==> config.mk <==
export PLATFORM = sky130hd
export DESIGN_NAME = percept_cmd_tx_flat
export DESIGN_NICKNAME = d
export VERILOG_FILES = /design/src/rtl/percept_pkg.sv /design/src/rtl/percept_cmd_tx_if.sv /design/src/rtl/percept_bit_timer.sv /design/src/rtl/percept_cmd_tx.sv /design/src/flat_wrapper.sv
export SDC_FILE = /design/constraint.sdc
export NUM_CORES = 1
export LEC_CHECK = 0
export CAP_MARGIN = 15
export CORE_ASPECT_RATIO = 0.8
export CORE_UTILIZATION = 40
export DETAILED_ROUTE_END_ITERATION = 10
export PLACE_DENSITY = 0.63
export SLEW_MARGIN = 15
export SYNTH_ARGS = -nofsm -noshare
export SYNTH_HDL_FRONTEND = slang
export SYNTH_SLANG_ARGS = --single-unit
==> constraint.sdc <==
create_clock -name clk -period 2.26 [get_ports clk]
set_clock_uncertainty 0.1 [all_clocks]
set_input_delay 0.452 -clock clk [delete_from_list [all_inputs] [get_ports clk]]
set_output_delay 0.452 -clock clk [all_outputs]
set_load 0.05 [all_outputs]
==> src/rtl/percept_pkg.sv <==
// Shared definitions for the perceptron array control bus: opcodes,
// serial line levels and the command transmitter FSM states.
// Optional feature macro: PERCEPT_TX_PARITY_EN adds a PARITY state.
package percept_pkg;

    localparam int OPCODE_W = 3;

    localparam logic [OPCODE_W-1:0] OUT_DATA1 = 3'd0;
    localparam logic [OPCODE_W-1:0] OUT_DATA2 = 3'd1;
    localparam logic [OPCODE_W-1:0] OUT_RES   = 3'd2;
    localparam logic [OPCODE_W-1:0] LOAD      = 3'd3;
    localparam logic [OPCODE_W-1:0] LOAD_RES  = 3'd4;
    localparam logic [OPCODE_W-1:0] MUL       = 3'd5;
    localparam logic [OPCODE_W-1:0] MUL_ADD   = 3'd6;
    localparam logic [OPCODE_W-1:0] NO_OP     = 3'd7;

    localparam logic START_BIT  = 1'b0;
    localparam logic IDLE_LEVEL = 1'b1;

`ifdef PERCEPT_TX_PARITY_EN
    typedef enum logic [2:0] {
        S_IDLE   = 3'd0,
        S_START  = 3'd1,
        S_ADDR   = 3'd2,
        S_OP     = 3'd3,
        S_PARITY = 3'd4,
        S_GAP    = 3'd5
    } tx_state_e;
`else
    typedef enum logic [2:0] {
        S_IDLE   = 3'd0,
        S_START  = 3'd1,
        S_ADDR   = 3'd2,
        S_OP     = 3'd3,
        S_GAP    = 3'd5
    } tx_state_e;
`endif

endpackage

==> src/rtl/percept_cmd_tx_if.sv <==
// Command handshake bundle between the host and the serial command transmitter.
interface percept_cmd_tx_if
    import percept_pkg::*;
#(
    parameter int ADDR_W = 9
) ();

    logic                cmd_valid;
    logic                cmd_ready;
    logic [ADDR_W-1:0]   cmd_addr;
    logic [OPCODE_W-1:0] cmd_op;

    modport master (
        output cmd_valid,
        output cmd_addr,
        output cmd_op,
        input  cmd_ready
    );

    modport slave (
        input  cmd_valid,
        input  cmd_addr,
        input  cmd_op,
        output cmd_ready
    );

endinterface

==> src/rtl/percept_bit_timer.sv <==
// Serial bit timer: divides clk into bit periods of BIT_CYCLES clocks and
// emits a one-cycle bit_tick_o at the end of each period while running.
module percept_bit_timer #(
    parameter int BIT_CYCLES = 1
) (
    input  logic clk,
    input  logic nRst,
    input  logic restart_i,
    input  logic run_i,
    output logic bit_tick_o
);

    localparam int TW = ($clog2(BIT_CYCLES + 1) < 1) ? 1 : $clog2(BIT_CYCLES + 1);

    logic [TW-1:0] cnt_q;
    logic [TW-1:0] cnt_d;

    assign bit_tick_o = run_i && (cnt_q == TW'(BIT_CYCLES - 1));

    // Next count: restart aligns the first bit period with the accept edge.
    always_comb begin
        cnt_d = cnt_q;
        if (restart_i) begin
            cnt_d = '0;
        end else if (run_i) begin
            cnt_d = bit_tick_o ? '0 : cnt_q + TW'(1);
        end
    end

    // Count register.
    always_ff @(posedge clk or negedge nRst) begin
        if (!nRst) begin
            cnt_q <= '0;
        end else begin
            cnt_q <= cnt_d;
        end
    end

endmodule

==> src/rtl/percept_cmd_tx.sv <==
// Host-side serial command transmitter. Serialises {address, opcode} onto an
// idle-high line: start bit, address MSB-first, opcode MSB-first, optional
// even parity, then GAP_BITS idle bits.
// Optional feature macro: PERCEPT_TX_PARITY_EN.
module percept_cmd_tx
    import percept_pkg::*;
#(
    parameter int ADDR_W     = 9,
    parameter int BIT_CYCLES = 1,
    parameter int GAP_BITS   = 4
) (
    input  logic              clk,
    input  logic              nRst,
    percept_cmd_tx_if.slave   cmd,
    output logic              tx,
    output logic              busy,
    output logic              done
);

    localparam int FRAME_W  = ADDR_W + OPCODE_W;
    localparam int CNT_MAX0 = (ADDR_W > GAP_BITS) ? ADDR_W : GAP_BITS;
    localparam int CNT_MAX  = (CNT_MAX0 > OPCODE_W) ? CNT_MAX0 : OPCODE_W;
    localparam int CNT_W    = ($clog2(CNT_MAX) < 1) ? 1 : $clog2(CNT_MAX);

    tx_state_e          state_q, state_d;
    logic               tx_q, tx_d;
    logic [FRAME_W-1:0] shift_q, shift_d;
    logic [CNT_W-1:0]   bitCnt_q, bitCnt_d;
    logic               accept;
    logic               bitTick;
`ifdef PERCEPT_TX_PARITY_EN
    logic               parity_q, parity_d;
`endif

    assign accept        = (state_q == S_IDLE) && cmd.cmd_valid;
    assign cmd.cmd_ready = (state_q == S_IDLE);
    assign busy          = (state_q != S_IDLE);
    assign tx            = tx_q;
    assign done          = (state_q == S_GAP) && bitTick &&
                           (bitCnt_q == CNT_W'(GAP_BITS - 1));

    percept_bit_timer #(
        .BIT_CYCLES (BIT_CYCLES)
    ) u_bit_timer (
        .clk        (clk),
        .nRst       (nRst),
        .restart_i  (accept),
        .run_i      (busy),
        .bit_tick_o (bitTick)
    );

    // Next-state logic: tx_d is the level for the next bit period, so tx
    // stays a pure register and the start bit appears right after accept.
    always_comb begin
        state_d  = state_q;
        tx_d     = tx_q;
        shift_d  = shift_q;
        bitCnt_d = bitCnt_q;
`ifdef PERCEPT_TX_PARITY_EN
        parity_d = parity_q;
`endif
        case (state_q)
            S_IDLE: begin
                tx_d = IDLE_LEVEL;
                if (cmd.cmd_valid) begin
                    state_d  = S_START;
                    tx_d     = START_BIT;
                    shift_d  = {cmd.cmd_addr, cmd.cmd_op};
                    bitCnt_d = '0;
`ifdef PERCEPT_TX_PARITY_EN
                    parity_d = ^{cmd.cmd_addr, cmd.cmd_op};
`endif
                end
            end
            S_START: begin
                if (bitTick) begin
                    state_d  = S_ADDR;
                    tx_d     = shift_q[FRAME_W-1];
                    shift_d  = shift_q << 1;
                    bitCnt_d = '0;
                end
            end
            S_ADDR: begin
                if (bitTick) begin
                    tx_d    = shift_q[FRAME_W-1];
                    shift_d = shift_q << 1;
                    if (bitCnt_q == CNT_W'(ADDR_W - 1)) begin
                        state_d  = S_OP;
                        bitCnt_d = '0;
                    end else begin
                        bitCnt_d = bitCnt_q + CNT_W'(1);
                    end
                end
            end
            S_OP: begin
                if (bitTick) begin
                    if (bitCnt_q == CNT_W'(OPCODE_W - 1)) begin
                        bitCnt_d = '0;
`ifdef PERCEPT_TX_PARITY_EN
                        state_d  = S_PARITY;
                        tx_d     = parity_q;
`else
                        state_d  = S_GAP;
                        tx_d     = IDLE_LEVEL;
`endif
                    end else begin
                        tx_d     = shift_q[FRAME_W-1];
                        shift_d  = shift_q << 1;
                        bitCnt_d = bitCnt_q + CNT_W'(1);
                    end
                end
            end
`ifdef PERCEPT_TX_PARITY_EN
            S_PARITY: begin
                if (bitTick) begin
                    state_d  = S_GAP;
                    tx_d     = IDLE_LEVEL;
                    bitCnt_d = '0;
                end
            end
`endif
            S_GAP: begin
                tx_d = IDLE_LEVEL;
                if (bitTick) begin
                    if (bitCnt_q == CNT_W'(GAP_BITS - 1)) begin
                        state_d  = S_IDLE;
                        bitCnt_d = '0;
                    end else begin
                        bitCnt_d = bitCnt_q + CNT_W'(1);
                    end
                end
            end
            default: begin
                state_d  = S_IDLE;
                tx_d     = IDLE_LEVEL;
                bitCnt_d = '0;
            end
        endcase
    end

    // State, line and shift registers; reset drops any frame and idles the line.
    always_ff @(posedge clk or negedge nRst) begin
        if (!nRst) begin
            state_q  <= S_IDLE;
            tx_q     <= IDLE_LEVEL;
            shift_q  <= '0;
            bitCnt_q <= '0;
`ifdef PERCEPT_TX_PARITY_EN
            parity_q <= 1'b0;
`endif
        end else begin
            state_q  <= state_d;
            tx_q     <= tx_d;
            shift_q  <= shift_d;
            bitCnt_q <= bitCnt_d;
`ifdef PERCEPT_TX_PARITY_EN
            parity_q <= parity_d;
`endif
        end
    end

endmodule
==> src/flat_wrapper.sv <==
// flat-port wrapper written by rule: the top's interface ports become plain ports
module percept_cmd_tx_flat import percept_pkg::*;
#(
    parameter int ADDR_W     = 9,
    parameter int BIT_CYCLES = 1,
    parameter int GAP_BITS   = 4
)
  (clk, nRst, tx, busy, done, cmd_cmd_valid, cmd_cmd_addr, cmd_cmd_op, cmd_cmd_ready);
  percept_cmd_tx_if #(.ADDR_W(ADDR_W)) cmd_i ();
  input  logic clk;
  input  logic nRst;
  output logic tx;
  output logic busy;
  output logic done;
  input wire logic [$bits(cmd_i.cmd_valid)-1:0] cmd_cmd_valid;
  input wire logic [$bits(cmd_i.cmd_addr)-1:0] cmd_cmd_addr;
  input wire logic [$bits(cmd_i.cmd_op)-1:0] cmd_cmd_op;
  output wire logic [$bits(cmd_i.cmd_ready)-1:0] cmd_cmd_ready;
  assign cmd_i.cmd_valid = cmd_cmd_valid;
  assign cmd_i.cmd_addr = cmd_cmd_addr;
  assign cmd_i.cmd_op = cmd_cmd_op;
  assign cmd_cmd_ready = cmd_i.cmd_ready;
  percept_cmd_tx #(.ADDR_W(ADDR_W), .BIT_CYCLES(BIT_CYCLES), .GAP_BITS(GAP_BITS)) u_core (.clk(clk), .nRst(nRst), .cmd(cmd_i), .tx(tx), .busy(busy), .done(done));
endmodule
==> After elaboration in Yosys (flattened, before gate mapping) <==
Index checks and enable logic that the tools add are counted.
{ "classes": {"add_sub_neg": 2, "eq_ne": 17, "n_mux": 31, "bitwise_logic": 1, "n_reduce_logical": 13} }
{ "ops": {"columns": ["cell", "n"], "rows": [
  ["$mux W12", 4],
  ["$pmux W12 S3", 1],
  ["$mux W4", 8],
  ["$mux W3", 8],
  ["$pmux W4 S5", 1],
  ["$pmux W3 S5", 1],
  ["$ne A2 B1 Y1 const B", 7],
  ["$reduce_and A5 Y1", 2],
  ["$eq A4 B2 Y1 const B", 2],
  ["$reduce_and A8 Y1", 1],
  ["$mux W1", 7],
  ["$eq A3 B2 Y1 const B", 2],
  ["$ne A2 B2 Y1 const B", 3],
  ["$reduce_bool A3 Y1", 2],
  ["$add A4 B1 Y4 const B", 1],
  ["$eq A4 B4 Y1 const B", 1],
  ["$logic_and A1 B1 Y1", 4],
  ["$eq A3 B1 Y1 const B", 1],
  ["$eq A3 B3 Y1 const B", 1],
  ["$logic_not A3 Y1", 1],
  ["$pmux W1 S3", 1],
  ["$reduce_and A2 Y1", 1],
  ["$reduce_bool A2 Y1", 1],
  ["$reduce_or A2 Y1", 1],
  ["2 further kinds", 2]
]} }
{ "word_totals": {"ff_bits": 21, "inputBits": 15, "output_inout_bits": 4} }

==> Logic depth before layout (Yosys ltp) <==
Gate-level depths: netlist (run 1).
{ "logic_depth": {"word_depth": 5, "mapped_depth": 7} }

==> Modules after synthesis <==
A second synthesis (run 1) with hierarchy kept.
{ "hier_totals": {"hier_cells": 120, "area_unflattened_um2": 1192.4} }
{ "by_module_without_submodules": {"columns": ["module", "n_inst", "cells_per_inst", "area_per_inst_um2", "seq_area_each_um2"], "rows": [
  ["percept_cmd_tx", 1, 117, 1146.1, 501.7],
  ["percept_bit_timer", 1, 3, 46.3, 25.0]
]} }

==> Worst setup path before layout (run 1) <==
OpenSTA, ideal clock, no wires.
{ "synth_path": {"kind": "reg-to-output", "start": "register u_core.state_q[0]", "end": "output busy", "arrival_ps": 2338, "t_required_ps": 1708, "slack_ps": -630, "path_stages_with_launch": 4, "n_path_buf": 1, "cell_sequence": "dfrtp_1 -> clkbuf_1 -> nor3_1 -> inv_1"} }
{ "synth_between": {"elab_chain_len": 1} }
{ "synth_lines": {"columns": ["item", "line", "text"], "rows": [
  ["start, declared", "percept_cmd_tx.sv:25", "tx_state_e state_q, state_d;"],
  ["start signal, assigned", "percept_cmd_tx.sv:152", "state_q <= state_d;"],
  ["$reduce_bool A3 Y1", "percept_cmd_tx.sv:37", "assign busy = (state_q != S_IDLE);"],
  ["end, declared", "flat_wrapper.sv:13", "output logic busy;"]
]} }
No other way between the ends.

==> Worst setup path in the final report (run 1) <==
{ "layout_path": {"start": "register u_core.bitCnt_q[0]", "end": "output done"} }
{ "layout_between": {"elab_chain_len": 2} }
{ "layout_lines": {"columns": ["item", "line", "text"], "rows": [
  ["start, declared", "percept_cmd_tx.sv:28", "logic [CNT_W-1:0] bitCnt_q, bitCnt_d;"],
  ["start signal, assigned", "percept_cmd_tx.sv:155", "bitCnt_q <= bitCnt_d;"],
  ["$eq A4 B2 Y1", "percept_cmd_tx.sv:40", "(bitCnt_q == CNT_W'(GAP_BITS - 1));"],
  ["$logic_and A1 B1 Y1", "percept_cmd_tx.sv:39", "assign done = (state_q == S_GAP) && bitTick &&"],
  ["end, declared", "flat_wrapper.sv:14", "output logic done;"]
]} }
No other way between the ends.

==> results.json, run 1 <==
{
  "finalPower_mw": 2.26,
  "core_area_um2": 2870,
  "startpoint_type": "register",
  "cts_max_path_buffers": 2,
  "vdd_drop_max_uv": 536,
  "netlist_area_um2": 1270,
  "crit_chain": "ha_2 -> or3b_4 -> nor3_4 -> buf_12",
  "p_int_mw": 1.39,
  "crit_type": "reg2out",
  "antenna_cells": 0,
  "grt_pass1_vias": 959,
  "hold_class": "reg2reg",
  "post-route-period-util_pct": 97.7,
  "slowest_stage": "or3b_4",
  "syn_nets": 133,
  "final_cell_mix": "20 x dfrtp_1, 15 x clkdlybuf4s50_1, 13 x buf_4",
  "die-height_um": 52.3,
  "avgSynthCellArea_um2": 11.0,
  "slew_viol_final": 0,
  "design_area_um2": 1620,
  "cts_inserted_buffers": 3,
  "yosys-top-cells-area": "dfrtp_1 40%, mux2_2 9.8%, mux2_4 8.3%",
  "portBuffers": 18,
  "nNetsFinal": 161,
  "p_sw_uw": 870,
  "synth.ff_latch_count": 21,
  "critPathRequiredTime_ps": 1710,
  "cts_sinks": 21,
  "syn_inst": 115,
  "grt_max_degree": 22,
  "slowest_delay_ps": 410,
  "clock_latency_ps": 260,
  "grt_pass1_wl_um": 4200,
  "min_period_ps": 2210,
  "setup_ws_ps": 52.3,
  "drv_cap": 0,
  "ys_warn_count": 0,
  "synthToLayoutAreaGrowth_pct": 28.1,
  "crit_family": "simple AND/OR/NAND/NOR gates",
  "rows": 17,
  "hold_viol_final": 0,
  "clk_pin_slew_worst_paths_ps": 70,
  "critPathCaptureType": "output port",
  "vias_per_cell": 5.32,
  "hpwl_um": 1780,
  "p_comb_share_pct": 59.2,
  "p_clk_share_pct": 10.7,
  "status": "completed",
  "synth_largest_area_cell": "dfrtp_1",
  "hold_buffers": 0,
  "power.density_nw_per_um2": 1390,
  "clockRootBuffer": "clkbuf_8",
  "path_buf_inv": 1,
  "gp_congestion": 0.745,
  "drive_above_1_share_pct": 31.0,
  "drt-pass1-iter-count": 4,
  "wl_um": 2480,
  "grtUsageTotal_pct": 16.7,
  "timing.fmax_ghz": 0.453,
  "layout_commonest_cell": "dfrtp_1",
  "dieWidth_um": 64.9,
  "postRouteAntennaNets": 0,
  "slew_headroom_pct": 67.3,
  "power_leakage_nw": 0.711,
  "synth_top_area_share_pct": 39.5,
  "drt_iter0_drc": 31,
  "setup_tns_ps": 0,
  "seq_power_share_pct": 30.1,
  "num_vias": 957,
  "crit_fanout": 4,
  "ios": 19,
  "htreeDepth": 1,
  "antenna_found_initial": 0,
  "initial_utilization_pct": 44.1,
  "ys_types": 39,
  "tritoncts": "built",
  "ys_seq_area_share_pct": 41.6,
  "arrival_ps": 1660,
  "fp.dieArea_um2": 3400,
  "drc": 0,
  "worst_pin_slew_ps": 490,
  "dp_worst_setup_slack_ps": -77.6,
  "grt-ovfl-total": 0,
  "postPlaceCellArea_um2": 1540,
  "setup_violations": 0,
  "p_sw_share_pct": 38.5,
  "routedWlPerCell_um": 13.8
}
-- cells in the mapped netlist --
library cell  count
o311ai_1          1
o41ai_1           1
o2111ai_1         1
nand4bb_1         1
a22oi_1           1
nand2b_1          3
or3b_1            3
a31oi_2           1
nand2_1           6
a32o_1            1
mux2_4            7
or3_1             1
nand3_1           2
clkbuf_1          2
nor2_1            5
nor3b_1           3
a22o_1            1
mux2_2           11
o31ai_1           1
a21oi_1           5
mux2i_1           4
mux2_1            1
nor3_1            2
and3b_1           1
clkbuf_2          1
dfstp_2           1
buf_6             1
dfrtp_1          20
o32ai_1           1
o21ai_0           5
o21bai_2          2
o211ai_1          1
and2_1            2
o22ai_1           1
ha_1              3
nor2b_4           1
nor2b_1           2
buf_2             2
inv_1             7
-- power groups by stage --
stage | Clock [mW] | Combinational, mW | Sequential, mW
after floorplan | 0 | 1.02 | 0.669
after global placement | 0 | 1.25 | 0.680
after detailed placement | 0 | 1.29 | 0.683
after CTS | 0.252 | 1.30 | 0.680
after global routing | 0.271 | 1.45 | 0.701
final | 0.242 | 1.34 | 0.679
-- state kept, by name, summed over array words and instances, names as in the netlist --
name	count
u_core.state_q	3
u_core.tx	1
u_core.shift_q	12
u_core.bitCnt_q	4
u_core.u_bit_timer.cnt_q	1
-- final timing paths --
check	end	start	cells after the start	slack (ps)
max in group asynchronous	u_core.tx	nRst	2	1350
setup reg to reg	u_core.shift_q[1]	u_core.bitCnt_q[0]	7	130
setup / recovery	done	u_core.bitCnt_q[0]	4	50
min in group asynchronous	u_core.bitCnt_q[0]	nRst	2	430
hold / removal	u_core.shift_q[10]	u_core.shift_q[10]	1	410
hold reg to reg	u_core.shift_q[10]	u_core.shift_q[10]	1	410
-- final cells by class --
type,instances,area (um2)
multi-input cells,81,708
flip-flops and latches,21,527
fillers,266,1250
inverters,7,26.3
repair buffers,29,268
well taps,38,47.5
clock buffers,4,45.0
-- what timing repair did --
action,in CTS,in global routing
endpoints found under the setup margin,1,11
buffers inserted,0,2
resized for setup,2,2
-- per-stage QoR --
stage,hold slack (ps),util (%),instances
2_1_floorplan,56.4,-,115
3_3_place_gp,375,53.7,174
3_5_place_dp,385,53.7,174
4_1_cts,414,55.6,178
5_1_grt,432,56.5,180
6_report,406,56.5,180
-- logic make-up after synthesis --
family	share of synthesized area [%]
and+or+nand+nor	15.3
buffers and inverters	4.74
muxes	22.1
adders and majority gates	2.96
DFF	41.6
AOI/OAI and AO/OA	13.2
-- per-layer routing --
layer	wire [um]	share of wire [%]	global-route usage [%]
met4	0	0	4.07
met1	1190	48	21.1
met5	0	0	0
met2	1200	48	27.8
met3	92	3.7	5.22
Power figures use the tool's default switching activity.
==> run 2, diff against run 1 <==
--- a/config.mk
+++ b/config.mk
@@ -9,6 +9,7 @@
 export CORE_ASPECT_RATIO = 0.8
 export CORE_UTILIZATION = 40
 export DETAILED_ROUTE_END_ITERATION = 10
+export GPL_TIMING_DRIVEN = 0
 export PLACE_DENSITY = 0.63
 export SLEW_MARGIN = 15
 export SYNTH_ARGS = -nofsm -noshare
==> results.json, run 2 (synthesis gave the netlist of run 1 again) <==
{
  "antenna_cells": 0,
  "vdd_drop_max_uv": 640,
  "die-height_um": 52.3,
  "rows": 17,
  "drc": 0,
  "portBuffers": 18,
  "antenna_found_initial": 0,
  "drive_above_1_share_pct": 27.7,
  "arrival_ps": 1620,
  "slew_headroom_pct": 34.8,
  "ios": 19,
  "grt_max_degree": 22,
  "routedWlPerCell_um": 14.4,
  "worst_pin_slew_ps": 975,
  "gp_congestion": 0.830,
  "setup_tns_ps": 0,
  "num_vias": 918,
  "setup_violations": 0,
  "clock_latency_ps": 260,
  "layout_commonest_cell": "dfrtp_1",
  "critPathCaptureType": "output port",
  "wl_um": 2520,
  "reg_top3": "u_core.shift_q (12), u_core.bitCnt_q (4), u_core.state_q (3)",
  "hpwl_um": 1880,
  "slew_viol_final": 0,
  "grt_pass1_wl_um": 4240,
  "fp.dieArea_um2": 3400,
  "clockRootBuffer": "clkbuf_8",
  "slowest_delay_ps": 390,
  "dieWidth_um": 64.9,
  "design_area_um2": 1570,
  "cts_max_path_buffers": 2,
  "crit_fanout": 10,
  "crit_chain": "clkbuf_1 -> nand2b_1 -> nor3_4 -> buf_6",
  "synthToLayoutAreaGrowth_pct": 23.6,
  "post-route-period-util_pct": 95.9,
  "postPlaceCellArea_um2": 1500,
  "startpoint_type": "register",
  "grtUsageTotal_pct": 17.1,
  "rsz0062_at_grt": "no",
  "final_cell_mix": "20 x dfrtp_1, 15 x clkdlybuf4s50_1, 11 x mux2_2",
  "core_area_um2": 2870,
  "nNetsFinal": 156,
  "power_leakage_nw": 0.680,
  "grt-ovfl-total": 0,
  "critPathRequiredTime_ps": 1710,
  "crit_type": "reg2out",
  "slowest_stage": "dfrtp_1",
  "cts_sinks": 21,
  "largest_reg_flops": 12,
  "timing.fmax_ghz": 0.461,
  "grt_pass1_vias": 930,
  "min_period_ps": 2170,
  "initial_utilization_pct": 44.1,
  "hold_class": "reg2reg",
  "cts_inserted_buffers": 3,
  "drv_cap": 0,
  "postRouteAntennaNets": 0,
  "power.density_nw_per_um2": 1410,
  "drt_iter0_drc": 40,
  "status": "completed",
  "htreeDepth": 1,
  "vias_per_cell": 5.25,
  "tritoncts": "built",
  "hold_viol_final": 0,
  "drt-pass1-iter-count": 4,
  "clk_pin_slew_worst_paths_ps": 80,
  "largest-register": "u_core.shift_q",
  "hold_buffers": 0
}
run 2: cell count changes in the layout (fill, tap and decap cells not counted):
cell	previous run	this run
buf_2	0	2
clkdlybuf4s15_2	0	2
o21bai_2	1	2
buf_6	0	2
buf_12	1	0
buf_4	13	0
clkbuf_1	1	2
clkbuf_2	0	2
o21bai_4	1	0
run 2: final cells by class:
cell class | count | area [um2]
fill | 266 | 1310
clock buffer | 4 | 45.0
multi-input combinational | 81 | 701
sequential | 21 | 527
buffer | 6 | 35.0
timing repair buffer | 18 | 184
tap | 38 | 47.5
inverter | 7 | 26.3
run 2: final timing paths:
path / start / endpoint / slack (ps) / cells after the start
hold reg to reg: u_core.shift_q[10] / u_core.shift_q[10] / 410 / 1
setup / recovery: u_core.state_q[2] / done / 90 / 4
setup reg to reg: u_core.bitCnt_q[0] / u_core.shift_q[10] / 210 / 7
min in group asynchronous: nRst / u_core.state_q[0] / 630 / 1
hold / removal: u_core.shift_q[10] / u_core.shift_q[10] / 410 / 1
max in group asynchronous: nRst / u_core.shift_q[2] / 840 / 1
run 2: repair_timing:
| item | CTS | global route |
|---|---|---|
| gates resized for setup | 12 | 6 |
| setup endpoints to repair | 3 | 3 |
| pin swaps | 0 | 2 |
| setup buffers | 0 | 0 |
run 2: per-layer routing:
layer / GRT usage [%] / wire length (um) / vias to the layer above
li1: - / - / 459
met1: 21.3 / 1220 / 435
met2: 29.2 / 1150 / 22
met3: 5.43 / 135 / 2
met4: 3.33 / 10 / 0
met5: 0 / 0 / -
run 2: critical path, delay by kind of cell (launching register included):
| family | cells | cell delay (ps) |
|---|---|---|
| buf+inv | 2 | 540 |
| simple gates | 2 | 430 |
| flops | 1 | 390 |
run 2: metrics by stage:
step | util (%) | power, mW | std cells | setup WS, ps | hold WS, ps
global placement | 52.4 | 1.91 | 171 | -275 | 380
floorplan | - | 1.69 | 115 | -64.6 | 56.4
CTS | 53.9 | 2.23 | 175 | 24.2 | 410
detailed placement | 52.4 | 1.97 | 171 | -286 | 391
finish | 54.5 | 2.21 | 175 | 91.9 | 407
global route | 54.5 | 2.39 | 175 | 3.20 | 423
run 2: power breakdown:
part / internal (mW) / leakage [nW] / switching [mW] / total, mW
Clock: 0.126 / 0.0228 / 0.124 / 0.250
Combinational: 0.667 / 0.395 / 0.626 / 1.29
Sequential: 0.552 / 0.263 / 0.118 / 0.670
==> run 3, diff against run 2 <==
--- a/config.mk
+++ b/config.mk
@@ -10,7 +10,7 @@
 export CORE_UTILIZATION = 40
 export DETAILED_ROUTE_END_ITERATION = 10
 export GPL_TIMING_DRIVEN = 0
-export PLACE_DENSITY = 0.63
+export PLACE_DENSITY = 0.65
 export SLEW_MARGIN = 15
 export SYNTH_ARGS = -nofsm -noshare
 export SYNTH_HDL_FRONTEND = slang
==> constraint.sdc (replaced) <==
create_clock -name clk -period 1.8 [get_ports clk]
set_clock_uncertainty 0.1 [all_clocks]
set_input_delay 0.36 -clock clk [delete_from_list [all_inputs] [get_ports clk]]
set_output_delay 0.36 -clock clk [all_outputs]
set_load 0.05 [all_outputs]
==> results.json, run 3 (synthesis gave the netlist of run 1 again) <==
{
  "status": "complete, but fails checks",
  "violations": "negative setup slack",
  "p_clk_share_pct": 8.8,
  "slowest_stage": "dfrtp_1",
  "slew_headroom_pct": 34.5,
  "wl_um": 3140,
  "synthToLayoutAreaGrowth_pct": 45.2,
  "gp_congestion": 0.813,
  "critPathCaptureType": "register",
  "routedWlPerCell_um": 16.4,
  "setup_tns_ps": -1520,
  "arrival_ps": 2040,
  "grt-ovfl-total": 0,
  "p_sw_mw": 1.37,
  "p_int_mw": 2.15,
  "grt_pass1_wl_um": 4910,
  "rrSetupSlack_ps": -220,
  "antenna_found_initial": 0,
  "crit_chain": "buf_6 -> inv_4 -> ha_4 -> or3b_1 -> a32o_2 -> o211ai_1 -> o21ai_1",
  "clk_pin_slew_worst_paths_ps": 80,
  "min_period_ps": 2020,
  "p_comb_share_pct": 67.2,
  "grtUsageTotal_pct": 20.1,
  "dp_cells": 171,
  "drv_cap": 0,
  "stdcell_count": 191,
  "worst_pin_slew_ps": 979,
  "crit_fanout": 3,
  "die-height_um": 52.3,
  "htreeDepth": 1,
  "ios": 19,
  "final_cell_mix": "18 x dfrtp_1, 14 x buf_4, 14 x clkdlybuf4s50_1",
  "post-route-period-util_pct": 112,
  "num_vias": 1047,
  "drt-pass1-iter-count": 4,
  "cts_sinks": 21,
  "hold_viol_final": 0,
  "fp.dieArea_um2": 3400,
  "worstHoldPathCells": 1,
  "rows": 17,
  "p_sw_share_pct": 38.9,
  "vias_per_cell": 5.48,
  "slowest_delay_ps": 400,
  "reg_top3": "u_core.shift_q (12), u_core.bitCnt_q (4), u_core.state_q (3)",
  "rsz0062_at_grt": "yes",
  "power_leakage_nw": 0.806,
  "hold_class": "reg2reg",
  "timing.fmax_ghz": 0.496,
  "hpwl_um": 1860,
  "layout_commonest_cell": "dfrtp_1",
  "initial_utilization_pct": 44.1,
  "cts_max_path_buffers": 2,
  "crit_type": "reg2reg",
  "drive_above_1_share_pct": 45.1,
  "vdd_drop_max_uv": 881,
  "hold_buffers": 0,
  "setup_violations": 18,
  "clockRootBuffer": "clkbuf_8",
  "core_area_um2": 2870,
  "grt_max_degree": 22,
  "largest_reg_flops": 12,
  "clock_latency_ps": 260,
  "drc": 0,
  "r2r.worst_path.cells": 7,
  "drt_iter0_drc": 38,
  "fillers": 212,
  "dieWidth_um": 64.9,
  "portBuffers": 18,
  "seq_power_share_pct": 24.0,
  "largest-register": "u_core.shift_q",
  "setup_ws_ps": -218,
  "postRouteAntennaNets": 0,
  "slew_viol_final": 0,
  "tritoncts": "built",
  "nNetsFinal": 172,
  "antenna_cells": 0,
  "critPathRequiredTime_ps": 1820,
  "cts_inserted_buffers": 3,
  "startpoint_type": "register",
  "grt_pass1_vias": 1008,
  "power.density_nw_per_um2": 1910
}
[run 3: metrics by stage]
step | hold slack [ps] | setup WS [ps] | cell area (um2) | total power, mW | utilization (%)
floorplan | -35.6 | -146 | 1300 | 2.17 | -
global placement | 385 | -661 | 1530 | 2.46 | 53.2
detailed placement | 395 | -672 | 1530 | 2.52 | 53.2
CTS | 413 | -215 | 1730 | 3.23 | 60.1
global route | 436 | -273 | 1840 | 3.73 | 64.0
finish | 416 | -218 | 1840 | 3.52 | 64.0
[run 3: repair_timing]
item,in CTS,in global routing
setup buffers,10,5
resized for setup,38,22
cloned,1,0
setup endpoints to repair,17,22
pin swaps,1,6
[run 3: cell type report]
type,count,area (um2),share of cell area [%]
Multi-Input combinational cell,81,796,43.3
Tap cell,38,47.5,2.59
Clock buffer,3,41.3,2.25
Clock inverter,1,5.00,0.272
Timing Repair Buffer,34,333,18.1
Buffer,6,57.6,3.13
Sequential cell,21,529,28.8
Inverter,7,28.8,1.57
[run 3: worst max-delay path, delay by kind of cell, from the launching register on]
family / cells / cell delay (ps)
buffers and inverters: 2 / 180
DFF: 1 / 400
adders and majority gates: 1 / 130
AOI/OAI and AO/OA: 3 / 710
and+or+nand+nor: 1 / 360
[run 3: final timing paths]
| path | start | to |
|---|---|---|
| hold reg to reg | u_core.shift_q[5] | u_core.shift_q[5] |
| min in group asynchronous | nRst | u_core.bitCnt_q[0] |
| setup reg to reg | u_core.bitCnt_q[0] | u_core.bitCnt_q[0] |
| hold / removal | u_core.shift_q[5] | u_core.shift_q[5] |
| setup / recovery | u_core.bitCnt_q[0] | u_core.bitCnt_q[0] |
| max in group asynchronous | nRst | u_core.state_q[1] |
[run 3: per-layer routing]
layer	share of wire, %	vias up	track usage, %	wire length, um
met5	0	-	0	0
met4	1.2	0	5.19	39
met3	4.7	6	6.30	148
met2	48	27	35.4	1510
met1	46	523	23.8	1440
li1	-	491	-	-
[run 3: power groups by stage]
stage | Sequential [mW] | Combinational [mW] | Clock, mW
final | 0.844 | 2.36 | 0.310
after global routing | 0.868 | 2.51 | 0.348
after CTS | 0.832 | 2.08 | 0.317
after detailed placement | 0.843 | 1.67 | 0
after global placement | 0.832 | 1.63 | 0
after floorplan | 0.841 | 1.33 | 0
